==> src/rtl/set_job_responder.sv <==
// Queued set-job responder: requests {val, drive, dly} are buffered in a FIFO
// and applied to a registered output one at a time after their programmed delay.
//
// state | meaning
// IDLE  | no job in flight; pops the FIFO head when one is queued
// WAIT  | counting down the popped job's delay, applies it at cnt == 0
module set_job_responder #(
    parameter int DEPTH = 4,
    parameter int DLY_W = 4
) (
    input  logic                     clk,
    input  logic                     rst_n,
    input  logic                     req_valid,
    output logic                     req_ready,
    input  logic                     req_val,
    input  logic                     req_drive,
    input  logic [DLY_W-1:0]         req_dly,
    output logic                     out_val,
    output logic                     out_en,
    output logic                     done,
    output logic                     busy,
    output logic [$clog2(DEPTH):0]   level
);

    localparam int AW = $clog2(DEPTH);
    localparam int EW = DLY_W + 2;
    localparam logic [AW:0]      LVL_FULL = (AW + 1)'(DEPTH);
    localparam logic [AW:0]      LVL_ONE  = (AW + 1)'(1);
    localparam logic [AW-1:0]    PTR_ONE  = AW'(1);
    localparam logic [DLY_W-1:0] CNT_ONE  = DLY_W'(1);

    typedef enum logic {IDLE, WAIT} state_t;

    logic [EW-1:0]    mem [DEPTH];
    logic [AW-1:0]    wr_ptr;
    logic [AW-1:0]    rd_ptr;
    state_t           state;
    logic [DLY_W-1:0] cnt;
    logic             job_val;
    logic             job_drive;
    logic             push;
    logic             pop;

    // Ready depends on registered occupancy only, so a full FIFO refuses a
    // push even on the edge that frees an entry.
    assign req_ready = (level != LVL_FULL);
    assign push      = req_valid && req_ready;
    assign pop       = (state == IDLE) && (level != '0);
    assign busy      = (state != IDLE) || (level != '0);

    always_ff @(posedge clk) begin
        if (rst_n && push) begin
            mem[wr_ptr] <= {req_val, req_drive, req_dly};
        end
    end

    always_ff @(posedge clk) begin
        if (!rst_n) begin
            wr_ptr    <= '0;
            rd_ptr    <= '0;
            level     <= '0;
            state     <= IDLE;
            cnt       <= '0;
            job_val   <= 1'b0;
            job_drive <= 1'b0;
            out_val   <= 1'b0;
            out_en    <= 1'b0;
            done      <= 1'b0;
        end else begin
            done <= 1'b0;

            if (push) begin
                wr_ptr <= wr_ptr + PTR_ONE;
            end
            if (pop) begin
                rd_ptr <= rd_ptr + PTR_ONE;
            end
            case ({push, pop})
                2'b10:   level <= level + LVL_ONE;
                2'b01:   level <= level - LVL_ONE;
                default: level <= level;
            endcase

            case (state)
                IDLE: begin
                    if (pop) begin
                        {job_val, job_drive, cnt} <= mem[rd_ptr];
                        state <= WAIT;
                    end
                end
                WAIT: begin
                    if (cnt != '0) begin
                        cnt <= cnt - CNT_ONE;
                    end else begin
                        out_val <= job_val;
                        out_en  <= job_drive;
                        done    <= 1'b1;
                        state   <= IDLE;
                    end
                end
                default: state <= IDLE;
            endcase
        end
    end

endmodule

==> config.mk <==
export PLATFORM = sky130hd
export DESIGN_NAME = set_job_responder
export DESIGN_NICKNAME = d
export VERILOG_FILES = /design/src/rtl/set_job_responder.sv
export SDC_FILE = /design/constraint.sdc
export NUM_CORES = 1
export LEC_CHECK = 0
export ABC_AREA = 1
export CORE_MARGIN = 2
export CORE_UTILIZATION = 50
export DETAILED_ROUTE_END_ITERATION = 8
export GPL_ROUTABILITY_DRIVEN = 0
export PLACE_DENSITY_LB_ADDON = 0.12
export SLEW_MARGIN = 20
export SYNTH_ARGS = -nofsm -noshare
export SYNTH_HDL_FRONTEND = slang
export SYNTH_SLANG_ARGS = --single-unit
==> constraint.sdc <==
create_clock -name clk -period 3.16 [get_ports clk]
set_clock_uncertainty 0.1 [all_clocks]
set_input_delay 0.632 -clock clk [delete_from_list [all_inputs] [get_ports clk]]
set_output_delay 0.632 -clock clk [all_outputs]
set_load 0.05 [all_outputs]
==> results of run 1 <==
## critical path: stages (launching register included)
cell and delay, ps:
dfxtp_1 420, inv_2 120, nand3_2 150, clkdlybuf4s50_1 820
## state kept, by name, summed over array words and instances, names as in the netlist, named ones only
name       count
wr_ptr         2
job_drive      1
done           1
mem           24
rd_ptr         2
out_en         1
out_val        1
job_val        1
state          1
cnt            4
level          3
## report_power, final
group / leakage, nW / internal [W] / switching, W
registers: 0.375 / 0.000694 / 0.0000879
clock network: 0.0514 / 0.000236 / 0.000176
logic: 0.494 / 0.000287 / 0.000543
## cell usage in the layout, fill, tap and decap left out, types with 2 or more instances in the layout
cell type        instances
inv_1                   25
dfxtp_1                 19
edfxtp_1                24
nand2_2                  2
nand2_4                  2
a21oi_1                  9
nor2_2                   2
nor2_4                   2
o21ai_0                 13
nor2_1                  33
clkbuf_8                 5
nand3_1                 14
clkdlybuf4s50_1         16
nand2_1                 41
ha_1                     6
## metrics by stage
step | instances | total power (W) | cell area, um2 | setup WS (ps) | utilization
after global routing | 272 | 0.00219 | 2200 | 539 | 0.606
after detailed placement | 264 | 0.00163 | 2090 | 778 | 0.575
final | 272 | 0.00202 | 2200 | 646 | 0.606
after floorplan | 202 | 0.00142 | 1880 | 706 | -
after global placement | 264 | 0.00161 | 2090 | 813 | 0.575
after CTS | 272 | 0.00204 | 2200 | 641 | 0.606
## logic make-up after synthesis
group           after synthesis
buf+inv                      29
simple gates                 99
fa+ha+maj                     7
compound gates               23
xor+xnor                      1
flops                        43
## cell type report
class	instances	area, um2	area share
Multi-Input combinational cell	130	664	0.302
Inverter	26	97.6	0.0443
Tap cell	48	60.1	0.0273
Timing Repair Buffer	17	168	0.0762
Clock buffer	6	72.6	0.0330
Clock inverter	2	37.5	0.0171
Sequential cell	43	1100	0.500
## Yosys cell counts
| cell type | number |
|---|---|
| ha_1 | 6 |
| nand2_1 | 41 |
| buf_4 | 1 |
| nor2_1 | 33 |
| a21oi_1 | 9 |
| or2_1 | 1 |
| dfxtp_1 | 19 |
| edfxtp_1 | 24 |
| buf_2 | 2 |
| inv_1 | 25 |
| nand3_2 | 1 |
| xor2_1 | 1 |
| o21ai_0 | 13 |
| nand2_2 | 2 |
| inv_2 | 1 |
| nor2_4 | 2 |
| nand2_4 | 2 |
| fa_1 | 1 |
| a21oi_2 | 1 |
| nand3b_1 | 1 |
| nor2_2 | 2 |
| nand3_1 | 14 |
## how the worst max path moves through the flow
stage	startpoint	endpoint	slack, ps
after floorplan	level[2]	level[2]	710
after global placement	req_valid	level[2]	810
after detailed placement	req_valid	level[2]	780
after CTS	state	busy	640
after global routing	state	busy	540
final	state	busy	650
## routing by layer
metal,vias up,track usage,wire length (um)
li1,686,-,-
met1,622,0.232,1550
met2,17,0.293,1640
met3,5,0.0360,107
met4,0,0.0703,46
met5,-,0,0
==> summary.md, run 1 <==
| Metric | Value |
|---|---|
| Run status | `finished clean` |
| Post-route ant nets | `0` |
| Max-slew violations | `0` |
| Post-synthesis xor/xnor area fraction | `0.00466` |
| CP Launch Type | `flip-flop` |
| # DRC | `0` |
| Top Ports | `17` |
| Post-CTS setup buffers | `0` |
| Synth Area in Adders | `0.0506` |
| Drt pass-1 iters | `4` |
| First-pass GRT wire length | `5750 um` |
| CORE AREA | `0.00363 mm2` |
| Tmin final | `2510 ps` |
| Synth Register Bits | `43` |
| Power per Cell Area | `919 mW/mm2` |
| Critical path arrival | `1780 ps` |
| Post-synth top area cell | `edfxtp_1` |
| Simple-gate share of the synthesized area | `0.235` |
| Detail-routed net length per standard cell | `12.3 um` |
| Num rows | `22` |
| DP HPWL | `2510 um` |
| Reg2Reg Setup Slack | `1120 ps` |
| Largest family of logic cells by synthesized area | `simple AND/OR/NAND/NOR gates` |
| Worst-case clock buffer depth | `2` |
| Slew HR | `0.611` |
| CP required | `2430 ps` |
| Final hold viol count | `0` |
| CTS root buf | `clkbuf_8` |
| Post-CTS sizing | `0` |
| Chip Height | `65.3 um` |
| VDD IR-drop max | `0.000554 V` |
| Initial antenna violation count | `0` |
| Crit share post-route | `0.796` |
| Post-synthesis cell type count | `22` |
| Fmax | `398 MHz` |
| Finish-stage setup viols | `0` |
| CP Capture Type | `primary output` |
| Post-synth top area share | `0.383` |
| Cells after Synth | `202` |
| RSZ-0062 raised after global routing | `false` |
| Area growth from synthesis to layout | `17.0%` |
| Pleak | `0.921 nW` |
| Global Route Usage Sum | `0.178` |
| Worst slew pin tran | `582 ps` |
| CTS clk-pin slew, worst paths | `70 ps` |
| Initial Util | `0.518` |
| Die W | `65.3 um` |
| Port Buffers | `16` |
| Clock Latency Late Sink | `290 ps` |
| Synth warn | `0` |
| Hold endpoint | `out_val` |
| Crit path max fanout | `8` |
| Fillers | `327` |
| Total grt overflow | `0` |
| Fin Hold WS | `380 ps` |
| Mux contribution to synthesized area | `0` |
| Max-cap viol count | `0` |
| Final wirelength | `3350 um` |
| Synth Area in Compound Gates | `0.0632` |
| Initial drt markers | `108` |
| Hold Crit Start | `out_val` |
| Drt via density | `4.89` |
| CTS H-tree depth | `2` |
| Final TNS setup | `0 ps` |
| Worst R2R Path Depth | `9` |
| Hold path depth | `2` |
| Area contributors post-synth | `edfxtp_1 38%, dfxtp_1 20%, nand2_1 8.2%` |
| Vias in the first global route | `1271` |
| TritonCTS Buffers | `5` |
| Reg-to-Reg Start | `level[2]` |
| Clock tree from TritonCTS | `yes` |
| Mapped Nets | `218` |
| Final nets | `239` |
| Via Count | `1330` |
| Seq/Total Area, Yosys | `0.585` |
| Die Area | `0.00427 mm2` |
| # diodes | `0` |
| Hold Crit Class | `reg2reg` |
| CTS hold repair buffers | `0` |
| RR Endpoint | `level[2]` |
| Post-synthesis average cell area | `9.31 um2` |
| Mapped Area | `0.00188 mm2` |
| Share of layout cells above drive strength 1 | `0.0848` |
| Critical path class | `reg2out` |
| Clock sink count | `43` |
| Largest net degree at the start of global routing | `15` |
No activity file was read; power rests on OpenSTA's default activity.
==> run 2: changes to the inputs <==
clock period = 2.6 ns   (was 3.16 ns; I/O delays follow)
==> run 2 against run 1 <==
Worst hold slack improved by 16 ps. Largest cell class unchanged. Sequential share of layout area decreased by 0.84 points. Total power increased by 24%.
==> summary.md, run 2 (synthesized netlist as in run 1, its figures left out) <==
| Metric | Value |
|---|---|
| Run status | `finished clean (unchanged)` |
| TritonCTS Buffers | `5 (unchanged)` |
| Post-CTS setup buffers | `0 (unchanged)` |
| Clock Latency Late Sink | `290 ps (about the same)` |
| Max reg flops | `24 (unchanged)` |
| # diodes | `0 (unchanged)` |
| Crit share post-route | `0.927` |
| Internal power | `0.00151 W (was 0.00122 W)` |
| Max-cap viol count | `0 (unchanged)` |
| Clock sink count | `43 (unchanged)` |
| Worst slew pin tran | `497 ps (was 582 ps)` |
| Post-route ant nets | `0 (unchanged)` |
| Sw frac | `0.398 (was 0.399)` |
| Initial antenna violation count | `0 (unchanged)` |
| Drt via density | `5.02 (was 4.89)` |
| Most common cell after layout, fill and taps aside | `nand2_1 (unchanged)` |
| CORE AREA | `0.00363 mm2 (unchanged)` |
| Top flop regs | `mem: 24 flops, cnt: 4 flops, level: 3 flops (unchanged)` |
| Power per Cell Area | `1120 mW/mm2 (was 919 mW/mm2)` |
| Clk pwr share | `0.212 (was 0.203)` |
| Die W | `65.3 um (unchanged)` |
| Biggest register | `mem (unchanged)` |
| Final hold viol count | `0 (unchanged)` |
| Detail-routed net length per standard cell | `12.4 um (was 12.3 um)` |
| Fillers | `311 (was 327)` |
| CP Launch Type | `flip-flop (unchanged)` |
| Critical path arrival | `1790 ps (was 1780 ps)` |
| Finish-stage setup viols | `0 (unchanged)` |
| CTS root buf | `clkbuf_8 (unchanged)` |
| Drt pass-1 iters | `4 (unchanged)` |
| Num rows | `22 (unchanged)` |
| Post-CTS sizing | `0 (unchanged)` |
| Initial Util | `0.518 (unchanged)` |
| Fmax | `415 MHz` |
| Final nets | `243 (was 239)` |
| Tmin final | `2410 ps` |
| Clock tree from TritonCTS | `yes (unchanged)` |
| Vias in the first global route | `1347 (was 1271)` |
| Total power | `0.00250 W (was 0.00202 W)` |
| First-pass GRT wire length | `5660 um (was 5750 um)` |
| Hold Crit Class | `reg2reg (unchanged)` |
| # DRC | `0 (unchanged)` |
| Pleak | `0.952 nW (was 0.921 nW)` |
| Switch Pwr | `0.000995 W (was 0.000807 W)` |
| CTS clk-pin slew, worst paths | `80 ps (was 70 ps)` |
| Die Area | `0.00427 mm2 (unchanged)` |
| Critical path class | `reg2out (unchanged)` |
| CP required | `1980 ps (was 2430 ps)` |
| Initial drt markers | `49 (was 108)` |
| Area growth from synthesis to layout | `19.0% (was 17.0%)` |
| DP HPWL | `2430 um (was 2510 um)` |
| Via Count | `1385 (was 1330)` |
| Commonest cells after routing, fill and taps aside | `41 x nand2_1, 33 x nor2_1, 25 x inv_1, 24 x edfxtp_1, 19 x dfxtp_1 (unchanged)` |
| Port Buffers | `16 (unchanged)` |
| VDD IR-drop max | `0.000464 V (was 0.000554 V)` |
| Total grt overflow | `0 (unchanged)` |
| Largest net degree at the start of global routing | `15 (unchanged)` |
| CTS H-tree depth | `2 (unchanged)` |
| RSZ-0062 raised after global routing | `false (unchanged)` |
| CP Capture Type | `primary output (unchanged)` |
| Chip Height | `65.3 um (unchanged)` |
| Final wirelength | `3430 um (was 3350 um)` |
| Seq pwr share | `0.380 (was 0.387)` |
| Crit path max fanout | `8 (unchanged)` |
| Max-slew violations | `0 (unchanged)` |
| Top Ports | `17 (unchanged)` |
| Share of layout cells above drive strength 1 | `0.105 (was 0.0848)` |
| Worst-case clock buffer depth | `2 (unchanged)` |
| Global Route Usage Sum | `0.179 (was 0.178)` |
| Final TNS setup | `0 ps (unchanged)` |
| CTS hold repair buffers | `0 (unchanged)` |
| Combinational group share of total power | `0.409 (was 0.410)` |
| Slew HR | `0.668 (was 0.611)` |
## run 2: final timing paths
path | start | end | slack (ps) | cells past startpoint
hold reg to reg | out_en | out_en | 400 | 2
setup reg to reg | level[1] | level[2] | 440 | 9
setup / recovery | state | busy | 190 | 3
hold / removal | out_en | out_en | 400 | 2
## run 2: area by class of cell
type / instances / area [um2] / share of cell area
Timing Repair Buffer: 21 / 198 / 0.0883
Tap cell: 48 / 60.1 / 0.0268
Inverter: 26 / 97.6 / 0.0436
Sequential cell: 43 / 1100 / 0.492
Clock buffer: 6 / 82.6 / 0.0369
Multi-Input combinational cell: 130 / 664 / 0.297
Clock inverter: 2 / 35.0 / 0.0157
## run 2: critical path, cell delays in order (launching register included)
cell	delay, ps
dfxtp_1	410
inv_2	130
nand3_2	150
clkdlybuf4s50_1	820
## run 2: per-layer routing
layer / part of all wire / track usage / up-vias
met1: 0.46 / 0.215 / 657
met2: 0.49 / 0.307 / 22
met5: 0 / 0 / -
met3: 0.030 / 0.0411 / 8
met4: 0.018 / 0.0755 / 0
li1: - / - / 698
## run 2: power groups by stage
stage	Sequential [W]	Combinational [W]	Clock (W)
after global routing	0.000965	0.00117	0.000564
final	0.000950	0.00102	0.000530
after CTS	0.000950	0.00103	0.000539
after floorplan	0.00103	0.000692	0
after global placement	0.000958	0.000988	0
after detailed placement	0.000966	0.00102	0
## run 2: per-stage QoR
step	area [um2]	setup slack, ps	utilization	hold WS, ps	instances
after floorplan	1880	146	-	366	202
after global placement	2120	380	0.584	368	268
after detailed placement	2120	300	0.584	383	268
after CTS	2240	172	0.616	398	276
after global routing	2240	117	0.616	430	276
final	2240	191	0.616	395	276
==> run 3: changes to the inputs <==
CORE_MARGIN = unset   (was 2)
clock period = 3.1 ns   (was 2.6 ns; I/O delays follow)
==> run 3 against run 2 <==
Global-route usage up 1.6 points. Core utilization increased by 2.0 points. Non-clock buffer count shrank 4. Total power is 17% lower. Sequential power is 16% lower. Largest power group unchanged.
==> summary.md, run 3 (synthesized netlist as in run 1, its figures left out) <==
| Metric | Value |
|---|---|
| Run status | `finished clean (unchanged)` |
| Num rows | `21 (was 22)` |
| Port Buffers | `16 (unchanged)` |
| Share of layout cells above drive strength 1 | `0.0893 (was 0.105)` |
| Routing usage on met2 | `0.318 (was 0.307)` |
| Drt via density | `4.93 (was 5.02)` |
| Top Ports | `17 (unchanged)` |
| First-pass GRT wire length | `5890 um (was 5660 um)` |
| Pre-CTS setup slack | `710 ps (was 300 ps)` |
| DP Area | `0.00209 mm2 (was 0.00212 mm2)` |
| Layer with the highest usage | `met2 (unchanged)` |
| Final wirelength | `3420 um (was 3430 um)` |
| Detail-routed net length per standard cell | `12.7 um (was 12.4 um)` |
| CORE AREA | `0.00347 mm2 (was 0.00363 mm2)` |
| Clock sink count | `43 (unchanged)` |
| Cell area after layout | `0.00221 mm2 (was 0.00224 mm2)` |
| Die Area | `0.00401 mm2 (was 0.00427 mm2)` |
| Fillers | `298 (was 311)` |
| Biggest register | `mem (unchanged)` |
| DP HPWL | `2500 um (was 2430 um)` |
| Met1 Use GR | `0.252 (was 0.215)` |
| Slew HR | `0.597 (was 0.668)` |
| Vias in the first global route | `1274 (was 1347)` |
| # DRC | `0 (unchanged)` |
| CP Launch Type | `flip-flop (unchanged)` |
| Max-cap viol count | `0 (unchanged)` |
| RSZ-0062 raised after global routing | `false (unchanged)` |
| Crit share post-route | `0.817` |
| Drt pass-1 iters | `4 (unchanged)` |
| CTS H-tree depth | `2 (unchanged)` |
| Power per Cell Area | `947 mW/mm2 (was 1120 mW/mm2)` |
| Top flop regs | `mem: 24 flops, cnt: 4 flops, level: 3 flops (unchanged)` |
| Slowest stage cell on the critical path | `clkdlybuf4s50_1 (unchanged)` |
| Clock Latency Late Sink | `290 ps (about the same)` |
| Crit path max-delay family | `buffers and inverters (unchanged)` |
| Clock tree from TritonCTS | `yes (unchanged)` |
| Fmax | `395 MHz` |
| Post-route setup slack | `567 ps (was 191 ps)` |
| Chip Height | `63.3 um (was 65.3 um)` |
| Area growth from synthesis to layout | `17.3% (was 19.0%)` |
| # diodes | `0 (unchanged)` |
| VDD IR-drop max | `0.000454 V (was 0.000464 V)` |
| Commonest cells after routing, fill and taps aside | `41 x nand2_1, 33 x nor2_1, 25 x inv_1, 24 x edfxtp_1, 19 x dfxtp_1 (unchanged)` |
| Total grt overflow | `0 (unchanged)` |
| CP Capture Type | `primary output (unchanged)` |
| Post-route ant nets | `0 (unchanged)` |
| Initial drt markers | `66 (was 49)` |
| CTS clk-pin slew, worst paths | `80 ps (about the same)` |
| Worst-case clock buffer depth | `2 (unchanged)` |
| Initial antenna violation count | `0 (unchanged)` |
| Max reg flops | `24 (unchanged)` |
| Worst slew pin tran | `603 ps (was 497 ps)` |
| Initial Util | `0.542 (was 0.518)` |
| TritonCTS Buffers | `5 (unchanged)` |
| Pleak | `0.930 nW (was 0.952 nW)` |
| CP required | `2380 ps (was 1980 ps)` |
| Hold Crit Class | `reg2reg (unchanged)` |
| Tmin final | `2530 ps` |
| Die W | `63.3 um (was 65.3 um)` |
| Final hold viol count | `0 (unchanged)` |
| CTS hold repair buffers | `0 (unchanged)` |
| Critical path arrival | `1810 ps (was 1790 ps)` |
| Most common cell after layout, fill and taps aside | `nand2_1 (unchanged)` |
| Met3 usage | `0.0453 (was 0.0411)` |
| Finish-stage setup viols | `0 (unchanged)` |
| Global Route Usage Sum | `0.195 (was 0.179)` |
| Final nets | `239 (was 243)` |
| Post-CTS sizing | `0 (unchanged)` |
| CTS root buf | `clkbuf_8 (unchanged)` |
| Critical path class | `reg2out (unchanged)` |
| Max-slew violations | `0 (unchanged)` |
| Largest net degree at the start of global routing | `15 (unchanged)` |
| Via Count | `1330 (was 1385)` |
| Crit path cell chain | `inv_2 > nand3_2 > clkdlybuf4s50_1 (unchanged)` |
| Post-CTS setup buffers | `0 (unchanged)` |
| Final TNS setup | `0 ps (unchanged)` |
| Crit path max fanout | `8 (unchanged)` |
| CP peak stage delay | `840 ps (was 820 ps)` |
| Buf+Inv Stages, Crit Path | `2 (unchanged)` |
[run 3: cell types whose count changed in the layout (fill, tap and decap cells not counted)]
cell   previous run  this run
buf_4             5         1
[run 3: worst min-delay path: stages (launching register included)]
cell and delay (ps):
dfxtp_1 330, nor2_1 40, nor2_1 80
[run 3: worst paths after layout]
| path | startpoint | end | slack (ps) | cells past startpoint |
|---|---|---|---|---|
| min | out_en | out_en | 380 | 2 |
| max | state | busy | 570 | 3 |
| min reg2reg | out_en | out_en | 380 | 2 |
| max reg2reg | level[2] | level[2] | 1030 | 9 |
[run 3: power by group]
part	internal (W)	leakage (nW)	total (W)	switching, W
registers	0.000708	0.375	0.000795	0.0000874
clock network	0.000261	0.0612	0.000447	0.000186
logic	0.000293	0.494	0.000846	0.000553
total	0.00126	0.930	0.00209	0.000827
[run 3: final cells by class]
class | count | area, um2 | area share
Clock buffer | 6 | 82.6 | 0.0374
Clock inverter | 2 | 35.0 | 0.0159
Inverter | 26 | 97.6 | 0.0442
Multi-Input combinational cell | 130 | 664 | 0.301
Sequential cell | 43 | 1100 | 0.499
Tap cell | 46 | 57.6 | 0.0261
Timing Repair Buffer | 17 | 168 | 0.0760
[run 3: through the flow]
stage | hold WS, ps | std cells | power (W) | utilization
2_1_floorplan | 366 | 202 | 0.00145 | -
3_3_place_gp | 366 | 262 | 0.00163 | 0.602
3_5_place_dp | 370 | 262 | 0.00166 | 0.602
4_1_cts | 389 | 270 | 0.00211 | 0.636
5_1_grt | 440 | 270 | 0.00225 | 0.636
6_report | 381 | 270 | 0.00209 | 0.636
[run 3: metal layers]
| layer | part of all wire | vias to the layer above |
|---|---|---|
| li1 | - | 692 |
| met1 | 0.45 | 613 |
| met2 | 0.50 | 20 |
| met3 | 0.035 | 5 |
| met4 | 0.011 | 0 |
| met5 | 0 | - |
